## src/rtl/fetch_pkg.sv

```systemverilog
// fetch_pkg: shared types and constants for the fetch front end.
// Holds the fetch FSM state enum, the reset PC and bubble instruction,
// and the sequential PC increment.
package fetch_pkg;

  typedef enum logic [1:0] {
    BOOT = 2'd0,
    REQ  = 2'd1,
    HOLD = 2'd2,
    DROP = 2'd3
  } fetch_state_e;

  localparam logic [31:0] RESET_PC  = 32'h0000_0000;
  localparam logic [31:0] NOP_INSTR = 32'hE1A0_0000;
  localparam logic [31:0] PC_INC    = 32'd4;

  // Sequential successor of a PC; wraps modulo 2^32.
  function automatic logic [31:0] pc_next(input logic [31:0] pc);
    return pc + PC_INC;
  endfunction

endpackage

```

## src/rtl/fetch_if.sv

```systemverilog
// fetch_if: request/response channel between the fetch controller and the
// instruction memory. master = fetch_controller, slave = memory.
interface fetch_if;
  logic        imem_req;
  logic [31:0] imem_addr;
  logic        imem_ready;
  logic [31:0] imem_rdata;

  modport master (output imem_req, output imem_addr, input imem_ready, input imem_rdata);
  modport slave  (input imem_req, input imem_addr, output imem_ready, output imem_rdata);
endinterface

```

## src/rtl/fetch_skid_buffer.sv

```systemverilog
// fetch_skid_buffer: single-entry {instr, pc} holding register used to park
// a response that arrived while decode was stalled.
module fetch_skid_buffer
  import fetch_pkg::*;
(
  input  logic        clk,
  input  logic        rst_n,
  input  logic        load,
  input  logic        clear,
  input  logic [31:0] instr_in,
  input  logic [31:0] pc_in,
  output logic [31:0] instr_out,
  output logic [31:0] pc_out,
  output logic        valid_out
);

  logic [31:0] instr_q, instr_d;
  logic [31:0] pc_q, pc_d;
  logic        valid_q, valid_d;

  // Next-entry selection: load wins, clear empties, otherwise hold.
  always_comb begin
    instr_d = instr_q;
    pc_d    = pc_q;
    valid_d = valid_q;
    if (load) begin
      instr_d = instr_in;
      pc_d    = pc_in;
      valid_d = 1'b1;
    end else if (clear) begin
      instr_d = 32'h0000_0000;
      pc_d    = 32'h0000_0000;
      valid_d = 1'b0;
    end else begin
      valid_d = valid_q;
    end
  end

  // Entry storage.
  always_ff @(posedge clk or negedge rst_n) begin
    if (!rst_n) begin
      instr_q <= 32'h0000_0000;
      pc_q    <= 32'h0000_0000;
      valid_q <= 1'b0;
    end else begin
      instr_q <= instr_d;
      pc_q    <= pc_d;
      valid_q <= valid_d;
    end
  end

  assign instr_out = instr_q;
  assign pc_out    = pc_q;
  assign valid_out = valid_q;

endmodule

```

## src/rtl/fetch_controller.sv

```systemverilog
// fetch_controller: sequences instruction fetch against a variable-latency
// memory with one outstanding request, a one-entry skid buffer for decode
// stalls, and branch redirects that squash in-flight responses.
// Optional feature macro: FETCH_PERF_EN adds perf_instr_cnt / perf_bubble_cnt.
module fetch_controller
  import fetch_pkg::*;
(
  input  logic         CLK,
  input  logic         RST,
  input  logic         StallF,
  input  logic         BranchTakenE,
  input  logic [31:0]  BranchTargetE,
  fetch_if.master      imem,
  output logic [31:0]  InstrF,
  output logic [31:0]  PCF,
  output logic [31:0]  PCPlus4F,
  output logic         InstrValidF
`ifdef FETCH_PERF_EN
  ,
  output logic [31:0]  perf_instr_cnt,
  output logic [31:0]  perf_bubble_cnt
`endif
);

  fetch_state_e state_q, state_d;
  logic [31:0]  fetch_pc_q, fetch_pc_d;
  logic [31:0]  pend_pc_q, pend_pc_d;
  logic [31:0]  instr_q, instr_d;
  logic [31:0]  pcf_q, pcf_d;
  logic [31:0]  pcp4_q, pcp4_d;
  logic         valid_q, valid_d;
  logic         req_q, req_d;

  logic         buf_load_s, buf_clear_s, buf_valid_s;
  logic [31:0]  buf_instr_s, buf_pc_s;
  logic [31:0]  br_tgt_s;

  // Redirect targets are always word aligned.
  assign br_tgt_s = BranchTargetE & 32'hFFFF_FFFC;

  fetch_skid_buffer u_skid (
    .clk       (CLK),
    .rst_n     (RST),
    .load      (buf_load_s),
    .clear     (buf_clear_s),
    .instr_in  (imem.imem_rdata),
    .pc_in     (fetch_pc_q),
    .instr_out (buf_instr_s),
    .pc_out    (buf_pc_s),
    .valid_out (buf_valid_s)
  );

  // Next state, fetch PC and decode-facing outputs; redirect outranks all.
  always_comb begin
    state_d     = state_q;
    fetch_pc_d  = fetch_pc_q;
    pend_pc_d   = pend_pc_q;
    instr_d     = instr_q;
    pcf_d       = pcf_q;
    valid_d     = valid_q;
    buf_load_s  = 1'b0;
    buf_clear_s = 1'b0;
    case (state_q)
      BOOT: begin
        if (BranchTakenE) begin
          fetch_pc_d = br_tgt_s;
          valid_d    = 1'b0;
          instr_d    = NOP_INSTR;
        end else begin
          fetch_pc_d = fetch_pc_q;
        end
        state_d = REQ;
      end
      REQ: begin
        if (BranchTakenE) begin
          valid_d = 1'b0;
          instr_d = NOP_INSTR;
          if (imem.imem_ready) begin
            fetch_pc_d = br_tgt_s;
          end else begin
            // request already on the bus: drain it before redirecting
            pend_pc_d = br_tgt_s;
            state_d   = DROP;
          end
        end else if (imem.imem_ready && !StallF) begin
          instr_d    = imem.imem_rdata;
          pcf_d      = fetch_pc_q;
          valid_d    = 1'b1;
          fetch_pc_d = pc_next(fetch_pc_q);
        end else if (imem.imem_ready) begin
          buf_load_s = 1'b1;
          fetch_pc_d = pc_next(fetch_pc_q);
          state_d    = HOLD;
        end else if (!StallF) begin
          valid_d = 1'b0;
          instr_d = NOP_INSTR;
        end else begin
          valid_d = valid_q;
        end
      end
      HOLD: begin
        if (BranchTakenE) begin
          valid_d     = 1'b0;
          instr_d     = NOP_INSTR;
          buf_clear_s = 1'b1;
          fetch_pc_d  = br_tgt_s;
          state_d     = REQ;
        end else if (!StallF && buf_valid_s) begin
          instr_d     = buf_instr_s;
          pcf_d       = buf_pc_s;
          valid_d     = 1'b1;
          buf_clear_s = 1'b1;
          state_d     = REQ;
        end else begin
          state_d = HOLD;
        end
      end
      DROP: begin
        if (BranchTakenE) begin
          valid_d = 1'b0;
          instr_d = NOP_INSTR;
          if (imem.imem_ready) begin
            fetch_pc_d = br_tgt_s;
            state_d    = REQ;
          end else begin
            pend_pc_d = br_tgt_s;
          end
        end else if (imem.imem_ready) begin
          fetch_pc_d = pend_pc_q;
          state_d    = REQ;
        end else begin
          state_d = DROP;
        end
      end
      default: begin
        state_d = BOOT;
      end
    endcase
    pcp4_d = pc_next(pcf_d);
    req_d  = (state_d == REQ) || (state_d == DROP);
  end

  // Architectural state and registered outputs.
  always_ff @(posedge CLK or negedge RST) begin
    if (!RST) begin
      state_q    <= BOOT;
      fetch_pc_q <= RESET_PC;
      pend_pc_q  <= RESET_PC;
      instr_q    <= NOP_INSTR;
      pcf_q      <= RESET_PC;
      pcp4_q     <= pc_next(RESET_PC);
      valid_q    <= 1'b0;
      req_q      <= 1'b0;
    end else begin
      state_q    <= state_d;
      fetch_pc_q <= fetch_pc_d;
      pend_pc_q  <= pend_pc_d;
      instr_q    <= instr_d;
      pcf_q      <= pcf_d;
      pcp4_q     <= pcp4_d;
      valid_q    <= valid_d;
      req_q      <= req_d;
    end
  end

  assign imem.imem_req  = req_q;
  assign imem.imem_addr = fetch_pc_q;
  assign InstrF         = instr_q;
  assign PCF            = pcf_q;
  assign PCPlus4F       = pcp4_q;
  assign InstrValidF    = valid_q;

`ifdef FETCH_PERF_EN
  logic [31:0] instr_cnt_q, instr_cnt_d;
  logic [31:0] bubble_cnt_q, bubble_cnt_d;

  // Delivered-instruction and bubble counters; BOOT is not a bubble.
  always_comb begin
    instr_cnt_d  = instr_cnt_q;
    bubble_cnt_d = bubble_cnt_q;
    if (!StallF && valid_q) begin
      instr_cnt_d = instr_cnt_q + 32'd1;
    end else if (!StallF && (state_q != BOOT)) begin
      bubble_cnt_d = bubble_cnt_q + 32'd1;
    end else begin
      instr_cnt_d = instr_cnt_q;
    end
  end

  // Counter storage.
  always_ff @(posedge CLK or negedge RST) begin
    if (!RST) begin
      instr_cnt_q  <= 32'd0;
      bubble_cnt_q <= 32'd0;
    end else begin
      instr_cnt_q  <= instr_cnt_d;
      bubble_cnt_q <= bubble_cnt_d;
    end
  end

  assign perf_instr_cnt  = instr_cnt_q;
  assign perf_bubble_cnt = bubble_cnt_q;
`endif

endmodule

```

## src/flat_wrapper.sv

```systemverilog
// flat-port wrapper written by rule: the top's interface ports become plain ports
module fetch_controller_flat import fetch_pkg::*;
  (CLK, RST, StallF, BranchTakenE, BranchTargetE, InstrF, PCF, PCPlus4F, InstrValidF, imem_imem_req, imem_imem_addr, imem_imem_ready, imem_imem_rdata);
  fetch_if imem_i ();
  input  logic CLK;
  input  logic RST;
  input  logic StallF;
  input  logic BranchTakenE;
  input  logic [31:0] BranchTargetE;
  output logic [31:0] InstrF;
  output logic [31:0] PCF;
  output logic [31:0] PCPlus4F;
  output logic InstrValidF;
  output wire logic [$bits(imem_i.imem_req)-1:0] imem_imem_req;
  output wire logic [$bits(imem_i.imem_addr)-1:0] imem_imem_addr;
  input wire logic [$bits(imem_i.imem_ready)-1:0] imem_imem_ready;
  input wire logic [$bits(imem_i.imem_rdata)-1:0] imem_imem_rdata;
  assign imem_imem_req = imem_i.imem_req;
  assign imem_imem_addr = imem_i.imem_addr;
  assign imem_i.imem_ready = imem_imem_ready;
  assign imem_i.imem_rdata = imem_imem_rdata;
  fetch_controller u_core (.CLK(CLK), .RST(RST), .StallF(StallF), .BranchTakenE(BranchTakenE), .BranchTargetE(BranchTargetE), .imem(imem_i), .InstrF(InstrF), .PCF(PCF), .PCPlus4F(PCPlus4F), .InstrValidF(InstrValidF));
endmodule
```

## config.mk

```make
export PLATFORM = sky130hd
export DESIGN_NAME = fetch_controller_flat
export DESIGN_NICKNAME = d
export VERILOG_FILES = /design/src/rtl/fetch_pkg.sv /design/src/rtl/fetch_if.sv /design/src/rtl/fetch_skid_buffer.sv /design/src/rtl/fetch_controller.sv /design/src/flat_wrapper.sv
export SDC_FILE = /design/constraint.sdc
export NUM_CORES = 1
export LEC_CHECK = 0
export ABC_AREA = 1
export CAP_MARGIN = 40
export CORE_AREA = 2 2 109 217
export CTS_CLUSTER_DIAMETER = 120
export DETAILED_ROUTE_END_ITERATION = 10
export DIE_AREA = 0 0 111 219
export PLACE_DENSITY = 0.8
export SLEW_MARGIN = 20
export SYNTH_ARGS = -nofsm -noshare
export SYNTH_HDL_FRONTEND = slang
export SYNTH_SLANG_ARGS = --single-unit
```

## constraint.sdc

```tcl
create_clock -name CLK -period 4.2 [get_ports CLK]
set_input_delay 0.84 -clock CLK [delete_from_list [all_inputs] [get_ports CLK]]
set_output_delay 0.84 -clock CLK [all_outputs]
set_load 0.005 [all_outputs]
```

## After elaboration in Yosys (flattened, before gate mapping)

Index checks and enable logic that the tools add are counted.

- Add/subtract/negate cells: 2
- Equality and inequality tests: 12
- Reduce and logical (&&, ||, !) cells: 12
- Multiplexer cells: 51
- Bitwise logic cells: 1

Operators with widths:

| kind | number |
|---|---|
| $mux W32 | 21 |
| $pmux W32 S3 | 2 |
| $add A32 B3 Y32 const B | 2 |
| $pmux W32 S2 | 1 |
| $mux W2 | 9 |
| $mux W1 | 16 |
| $ne A4 B3 Y1 const B | 3 |
| $pmux W2 S4 | 1 |
| $eq A2 B2 Y1 const B | 3 |
| $reduce_and A3 Y1 | 2 |
| $reduce_or A2 Y1 | 3 |
| $eq A2 B1 Y1 const B | 2 |
| $ne A2 B1 Y1 const B | 2 |
| $reduce_and A4 Y1 | 1 |
| $ne A3 B2 Y1 const B | 1 |
| $ne A3 B3 Y1 const B | 1 |
| $pmux W1 S3 | 1 |
| $logic_and A1 B1 Y1 | 2 |
| $logic_not A2 Y1 | 1 |
| $reduce_bool A2 Y1 | 1 |
| $logic_not A1 Y1 | 1 |
| $logic_or A1 B1 Y1 | 1 |
| $not A1 Y1 | 1 |

- Output and inout port bits: 130
- Word-level logic and storage cells: 89
- Input bits: 69
- Register bits: 227

## Logic depth before layout (Yosys ltp)

Gate-level depths: netlist of the first run.

- Depth after elaboration: 7
- Gate-level depth with buffers: 19
- Gate-level depth less buffers: 16

## Hierarchy

Synthesis of the first run repeated with hierarchy kept, for this count alone.

- Cell total of the unflattened synthesis: 1613
- Area total of the unflattened synthesis: 12126.6 um2

By module, submodules not included:

| module | instances | seq. area each (um2) | area each (um2) | cells each |
|---|---|---|---|---|
| fetch_controller | 1 | 3987.6 | 9680.5 | 1338 |
| fetch_skid_buffer | 1 | 1626.6 | 2446.1 | 275 |

## Least setup slack after synthesis of the first run

No wires, ideal clock.

- Path kind: reg-to-reg
- Start: register u_core.state_q[0]
- End: register u_core.pcp4_q[30] (netlist: u_core.PCPlus4F[30])
- Slack: 1.222 ns
- Arrival time: 2.861 ns
- Data required time: 4.083 ns
- Cell stages (with the launch flop): 17
- Path buffers: 4
- Period minus slack after synthesis: 2.978 ns
- Cell sequence: dfrtp_1 clkbuf_1 clkinv_1 clkbuf_1 ha_1 clkbuf_1 clkbuf_1 nand2_1 nand2_2 ha_1 nand2_1 nor2_4 nand2_2 nor2_2 nand2_1 nand2_1 nand2_1

- Word-level cells in the longest chain between the ends: 3
- Elaborated cells between the ends (all ways): 4
- Those cells by class: 1 x add/sub; 2 x eq/ne; 1 x mux

Ends and longest elaborated chain:

| element | RTL line | source |
|---|---|---|
| start, declared | fetch_controller.sv:25 | `fetch_state_e state_q, state_d;` |
| start signal, assigned | fetch_controller.sv:155 | `state_q <= state_d;` |
| $eq A2 B2 Y1 / $eq A2 B1 Y1 (equally long branches) | fetch_controller.sv:63 | `case (state_q)` |
| $pmux W32 S2 (*) | fetch_controller.sv:63 |  |
| named net u_core.pcf_d[3] | fetch_controller.sv:29 | `logic [31:0] pcf_q, pcf_d;` |
| $add A32 B3 Y32 (*) | fetch_pkg.sv:19 | `return pc + PC_INC;` |
| named net u_core.pcp4_d[30] | fetch_controller.sv:30 | `logic [31:0] pcp4_q, pcp4_d;` |
| end signal, assigned | fetch_controller.sv:151 | `pcp4_q <= pc_next(RESET_PC);` |
| end signal, assigned | fetch_controller.sv:160 | `pcp4_q <= pcp4_d;` |
| end, declared | fetch_controller.sv:30 |  |

Mark *: on every way through the listed nets, which the timed path passes. The rest lies on a longest branch.
A chain may end at the register's enable or synchronous reset.

## Worst setup path in the final report of the first run

- Start: input StallF
- End: register u_core.pcp4_q[30] (netlist: u_core.PCPlus4F[30])

- Word-level cells in the longest chain between the ends: 6
- Elaborated cells between the ends (all ways): 9
- Those cells by class: 1 x add/sub; 5 x mux; 3 x reduce/logical

Ends and longest elaborated chain:

| element | RTL line | source |
|---|---|---|
| start, declared | flat_wrapper.sv:7 | `input logic StallF;` |
| $logic_not A1 Y1 (*) | fetch_controller.sv:85, fetch_controller.sv:108 |  |
| $logic_and A1 B1 Y1, on equally long branches | fetch_controller.sv:108, fetch_controller.sv:85 |  |
| $mux W32, on equally long branches | fetch_controller.sv:108, fetch_controller.sv:85 |  |
| $mux W32, on equally long branches | fetch_controller.sv:102, fetch_controller.sv:75 |  |
| $pmux W32 S2 (*) | fetch_controller.sv:63 |  |
| named net u_core.pcf_d[27] | fetch_controller.sv:29 |  |
| $add A32 B3 Y32 (*) | fetch_pkg.sv:19 |  |
| named net u_core.pcp4_d[30] | fetch_controller.sv:30 |  |

Marks and branches as above.

==> results.yml, run 1 <==
status:
  status: "finished, final reports clean"
synth:
  synth_ff_type: "dfrtp_1"
  synth_common_cells: "449 x nand2_1, 217 x dfrtp_1, 191 x nand3_1"
  synth_top_area_share: 0.4483
  ys_types: 42
  yosysSeqAreaShare: 0.4634
  yosys_warnings: 0
  synth.net_count: 1691
  synth_area_um2: 12110
  synth_area_leader_cell: "dfrtp_1"
  async_reset_ff_frac: 1.000
  synth-seq-cells: 224
  synth_edf_count: 0
  synthCells: 1616
  synth_area_leaders: "dfrtp_1 45%, nand2_1 14%, nand3_1 7.9%, o21ai_0 5.8%, a21oi_1 4.9%"
  synth_most_common_cell: "nand2_1"
  syn_area_per_cell_um2: 7.496
clock_network:
  cts_setup_buffers: 0
  cts_tree: "yes"
  path_clk_slew_ns: 0.06
  clk-insertion-delay-late_ns: 0.53
  cts.path.max_buffers: 3
  cts_max_level: 1
  root_buffer: "clkbuf_16"
  hold_buffers: 0
  cts_resized: 0
  cts-buffers-inserted: 21
  clock-sinks: 224
detailed_routing:
  first_pass_iters: 6
  drt-total-wl_um: 39940
  wire_per_inst_um: 19.32
  drc: 0
  vias: 12025
  drtIter0Drc: 1063
  ant_nets: 0
  avgViaCountPerCell: 5.818
sta:
  skew_ns: 0.01431
  drv_slew: 0
  slew_headroom: 0.4591
  min_period_over_period: 0.7421
  layout_min_cycle_time_ns: 3.117
  clock.fmax_ghz: 0.3208
  tns_ns: 0
  tightestPinTransition_ns: 0.8114
  hold_violations: 0
  finalSetupViolations: 0
  rsz0062_at_grt: "no"
worst_setup_path:
  ff2ff_path_depth: 13
  cp_max_fo: 14
  cp-start-kind: "input pin"
  crit_type: "input pin to flop"
  critPathLaunch: "StallF"
  cp_slowest_cell: "clkdlybuf4s50_1"
  cp_cell_sequence: "clkdlybuf4s50_1 -> inv_2 -> nand3_1 -> nand2_1 -> nand3_2 -> buf_4 -> buf_4 -> nand2_1 -> nand2_1 -> nand2_1 -> nor2_1 -> nand2_1 -> nor2_1 -> nand2_1 -> nand2_1 -> nand2_1"
  cp-end-kind: "flop"
  r2r_setup_slack_ns: 1.22
  cp_slowest_stage_delay_ns: 0.70
  cp.depth: 16
  reg2reg_from: "u_core.state_q[0]"
  cp_common_cell: "nand2_1"
  cp-endpoint: "u_core.PCPlus4F[30]"
  crit_buf_inv: 4
  reg2reg_to: "u_core.PCPlus4F[28]"
  crit_required_ns: 4.62
  worst_ep_arrival_time_ns: 3.54
  crit_family: "simple AND/OR/NAND/NOR gates"
floorplan:
  core_um2: 22540
  die_y_um: 219
  initial_core_util: 0.5374
  io_pins: 199
  die-area_um2: 24310
  die_w_um: 111
  num_rows: 78
final_layout:
  final_nets: 1850
  multi_input_area_um2: 5618
  syn_to_final_growth_pct: 23.63
  regArea_um2: 5614
  drive_gt1_frac: 0.08002
  fillers: 1942
  stdcell_count: 2067
  num_antenna_cells: 0
  fin_area_um2: 14980
grt:
  grt_start_max_net_pins: 102
  grt_use_total: 0.3268
  grt_pass1_wl_um: 63170
  grt_pass1_vias: 12165
  antenna_found_initial: 0
  gr-total-overflow: 0
worst_hold_path:
  hp-class: "input pin to asynchronous set/reset pin"
job:
  cap_violations: 0
placed_design:
  placed_cells: 2032
  io_buffers: 196
  place.gp.congestion: 0.9210
  place_hpwl_um: 29230
  dpl_cell_area_um2: 14320
power:
  vdd_drop_max_v: 0.0004633
  power_leakage_nw: 6.876
  power_density_nw_per_um2: 661.3
worst min path at each step:
| stage | start | end | cells after the start |
|---|---|---|---|
| after floorplan | u_core.pend_pc_q[28] | u_core.pend_pc_q[28] | 2 |
| after global placement | u_core.pend_pc_q[28] | u_core.pend_pc_q[28] | 2 |
| after detailed placement | u_core.pend_pc_q[28] | u_core.pend_pc_q[28] | 2 |
| after CTS | RST | u_core.imem.imem_addr[5] | 1 |
| after global routing | RST | u_core.pend_pc_q[9] | 1 |
| final | RST | u_core.pend_pc_q[9] | 1 |
kinds of logic (layout without fill, tap and decap cells):
group	count (synthesis)	after routing	share of synthesized area
AO/OA/AOI/OAI	298	298	0.1311
buffers and inverters	217	388	0.07467
XOR/XNOR	25	25	0.01807
AND/OR/NAND/NOR	846	846	0.3065
adder cells (fa/ha/maj)	6	6	0.006197
flip-flops	224	224	0.4634
registers in the layout, indices dropped and copies added, names as in the netlist, named ones only:
signal / cells
u_core.InstrF: 32
u_core.u_skid.valid_out: 1
u_core.imem.imem_addr: 32
u_core.pend_pc_q: 30
u_core.u_skid.instr_out: 32
u_core.PCF: 30
u_core.PCPlus4F: 30
u_core.u_skid.pc_out: 32
u_core.state_q: 2
u_core.InstrValidF: 1
layout make-up:
type / instances / share of cell area
Sequential cell: 224 / 0.3749
Timing Repair Buffer: 232 / 0.1524
Clock inverter: 8 / 0.006683
Tap cell: 280 / 0.02339
Inverter: 121 / 0.03033
Clock buffer: 27 / 0.03726
Multi-Input combinational cell: 1175 / 0.3751
where the power goes:
group | internal, mW | switching (mW)
combinational | 1.76 | 2.46
sequential | 3.04 | 0.723
clock | 1.07 | 0.860
routing by layer:
layer,up-vias,share of wire,GRT usage
met2,539,0.53,0.6047
met5,-,0,0
met3,149,0.058,0.04446
met4,0,0.071,0.2200
li1,5621,-,-
met1,5716,0.35,0.3407
through the flow:
step / power (mW) / setup WS (ns) / hold slack, ns / util
after floorplan: 5.919 / 1.222 / 0.4422 / -
after global placement: 7.813 / 0.5765 / 0.4538 / 0.6339
after detailed placement: 7.935 / 0.5534 / 0.4602 / 0.6351
after CTS: 9.884 / 1.100 / 0.3971 / 0.6643
after global routing: 10.54 / 0.9062 / 0.4146 / 0.6643
final: 9.904 / 1.083 / 0.3559 / 0.6643
placed cells by master (no fill, tap or decap), types with 3 or more instances in the layout:
| cell | instances |
|---|---|
| clkdlybuf4s50_1 | 195 |
| clkinv_1 | 3 |
| dfrtp_1 | 217 |
| or3_1 | 4 |
| xnor2_1 | 5 |
| a21oi_1 | 117 |
| nor2_2 | 16 |
| nor2_1 | 108 |
| xor2_1 | 20 |
| buf_4 | 33 |
| nand2_2 | 27 |
| clkbuf_1 | 5 |
| clkinv_2 | 3 |
| nand2_1 | 448 |
| nor3_1 | 13 |
| dfstp_2 | 7 |
| nor4_1 | 3 |
| nand3_2 | 8 |
| nand3_1 | 191 |
| nor2_4 | 6 |
| o211ai_1 | 12 |
| a22oi_1 | 10 |
| nand4_1 | 15 |
| inv_2 | 6 |
| o21ai_0 | 140 |
| o22ai_1 | 6 |
| ha_1 | 5 |
| inv_1 | 112 |
| clkbuf_16 | 21 |
worst register-to-register path, stage by stage, from the launching register on:
cell and delay, ns:
dfrtp_1 0.36, clkinv_1 0.30, ha_1 0.49, buf_4 0.39, nand2_1 0.13, nand2_2 0.12, ha_1 0.19, nand2_1 0.10
nor2_4 0.16, nand2_2 0.18, nor2_2 0.26, nand2_1 0.09, nand2_1 0.06, nand2_1 0.05
Power figures use the tool's default switching activity.
==> run 2: changes to the inputs <==
--- a/config.mk
+++ b/config.mk
@@ -7,11 +7,11 @@
 export LEC_CHECK = 0
 export ABC_AREA = 1
 export CAP_MARGIN = 40
-export CORE_AREA = 2 2 109 217
+export CORE_AREA = 2 2 115 228
 export CTS_CLUSTER_DIAMETER = 120
 export DETAILED_ROUTE_END_ITERATION = 10
-export DIE_AREA = 0 0 111 219
-export PLACE_DENSITY = 0.8
+export DIE_AREA = 0 0 117 230
+export PLACE_DENSITY = 0.76
 export SLEW_MARGIN = 20
 export SYNTH_ARGS = -nofsm -noshare
 export SYNTH_HDL_FRONTEND = slang
==> constraint.sdc (replaced) <==
create_clock -name CLK -period 2.8 [get_ports CLK]
set_input_delay 0.56 -clock CLK [delete_from_list [all_inputs] [get_ports CLK]]
set_output_delay 0.56 -clock CLK [all_outputs]
set_load 0.005 [all_outputs]
==> run 2 against run 1 <==
Net effect:
- final cell count is 6.9% higher
- clock power is 57% higher
- first-iteration DRC count is 21% lower
- sequential share of layout area shrank 2.0 points
- non-clock buffer count grew 84
- cell area up 5.7%
- sequential cell count unchanged
==> results.yml, run 2 (same netlist as run 1, synthesis figures left out) <==
worst_setup_path:
  cp-end-kind: "flop"
  reg2reg_to: "u_core.PCPlus4F[28]"
  cp-start-kind: "flop"
  reg2reg_from: "u_core.state_q[0]"
  cp_max_fo: 8
  worst_ep_arrival_time_ns: 2.96
  critPathLaunch: "u_core.state_q[0]"
  ff2ff_path_depth: 17
  crit_type: "flop to flop"
  r2r_setup_slack_ns: 0.24
  crit_required_ns: 3.21
placed_design:
  place.gp.congestion: 1.008
  place_hpwl_um: 30170
  placed_cells: 2171
  io_buffers: 196
floorplan:
  core_um2: 25140
  die-area_um2: 26910
  io_pins: 199
  num_rows: 82
  die_y_um: 230
  die_w_um: 117
  initial_core_util: 0.4819
grt:
  grt_start_max_net_pins: 68
  gr-total-overflow: 0
  grt_pass1_wl_um: 62910
  antenna_found_initial: 1
  grt_pass1_vias: 12261
  grt_use_total: 0.2985
final_layout:
  regArea_um2: 5614
  fin_util: 0.6296
  stdcell_count: 2210
  drive_gt1_frac: 0.1233
  final_nets: 1934
  final_cell_mix: "448 x nand2_1, 217 x dfrtp_1, 195 x clkdlybuf4s50_1"
  layout_commonest_cell: "nand2_1"
  multi_input_area_um2: 5618
  syn_to_final_growth_pct: 30.63
  fillers: 2215
clock_network:
  root_buffer: "clkbuf_16"
  cts.path.max_buffers: 3
  hold_buffers: 1
  cts_tree: "yes"
  clock-sinks: 224
  path_clk_slew_ns: 0.06
  clk-insertion-delay-late_ns: 0.52
  cts_setup_buffers: 0
  cts_resized: 0
  cts_max_level: 1
  cts-buffers-inserted: 21
power:
  swShare: 0.3958
  switchingPower_mw: 6.110
  clkPwrFrac: 0.196
  power_leakage_nw: 7.356
  vdd_drop_max_v: 0.0007618
  intPower_mw: 9.326
  seq_power_share: 0.367
  power_density_nw_per_um2: 975.4
  comb_power_share: 0.437
sta:
  holdWs_ns: 0.4837
  drv_slew: 0
  slew_headroom: 0.5275
  clock.fmax_ghz: 0.3910
  layout_min_cycle_time_ns: 2.558
  hold_violations: 0
  finalSetupViolations: 0
  tightestPinTransition_ns: 0.7073
  min_period_over_period: 0.9134
  skew_ns: 0.01439
  rsz0062_at_grt: "no"
status:
  status: "finished, final reports clean"
detailed_routing:
  drc: 0
  ant_nets: 0
  avgViaCountPerCell: 5.532
  drt-total-wl_um: 39550
  vias: 12226
  wire_per_inst_um: 17.90
  drtIter0Drc: 843
  first_pass_iters: 6
worst_hold_path:
  hp-start: "u_core.pend_pc_q[30]"
  hp-class: "flop to flop"
  whs_path_depth: 2
  hold_end: "u_core.pend_pc_q[30]"
job:
  cap_violations: 0
-- run 2: cell count changes in the layout (fill, tap and decap cells not counted), sizes merged --
| cell | change |
|---|---|
| buf | +83 |
| clkinvlp | +2 |
| inv | -2 |
| bufinv | +1 |
| clkbuf | +1 |
| diode | +1 |
| dlygate4sd3 | +1 |
-- run 2: per-stage QoR --
stage / setup WS [ns] / TNS, ns / cell area (um2) / total power [mW]
global route: 0.05506 / 0 / 15830 / 16.45
global placement: -0.1378 / -1.430 / 15090 / 12.17
floorplan: 0.09166 / 0 / 12120 / 8.886
finish: 0.2425 / 0 / 15830 / 15.44
CTS: 0.2760 / 0 / 15820 / 15.45
detailed placement: -0.1533 / -2.095 / 15090 / 12.37
-- run 2: how the worst max path moves through the flow --
stage	end	cells after the start
after detailed placement	u_core.PCPlus4F[16]	13
after floorplan	u_core.PCPlus4F[30]	19
after global placement	u_core.PCPlus4F[31]	16
final	u_core.PCPlus4F[28]	17
after global routing	u_core.PCPlus4F[31]	14
after CTS	u_core.PCPlus4F[28]	17
-- run 2: area by class of cell --
cell class	instances	area share
Multi-Input combinational cell	1175	0.3550
Sequential cell	224	0.3548
Timing Repair Buffer	316	0.1893
Clock buffer	28	0.03740
Inverter	121	0.02878
Tap cell	336	0.02657
Clock inverter	9	0.008064
Antenna cell	1	0.0001581
-- run 2: routing by layer --
metal | vias up | wire [um] | GRT usage
li1 | 5788 | - | -
met2 | 557 | 20810 | 0.5267
met5 | - | 0 | 0
met1 | 5708 | 13130 | 0.3135
met3 | 173 | 2216 | 0.03637
met4 | 0 | 3393 | 0.2235
-- run 2: critical path: stages, from the launching register on --
cell and delay (ns):
dfrtp_1 0.41, clkinv_2 0.13, ha_1 0.26, inv_1 0.11, nor2_1 0.11, buf_4 0.14, nand2_1 0.05, nand2_1 0.08
nand2_1 0.08, nand2_2 0.10, ha_1 0.17, nand2_1 0.10, nor2_4 0.13, nand2_2 0.13, nor2_2 0.26, nand2_1 0.09
nand2_1 0.06, nand2_1 0.04
-- run 2: power by group through the flow --
stage                     registers (mW)  logic [mW]  clock network (mW)
after global routing                5.80        7.46                3.20
after CTS                           5.63        6.73                3.08
after floorplan                     5.35        3.54                   0
after global placement              5.63        6.53                   0
after detailed placement            5.68        6.69                   0
final                               5.66        6.75                3.03
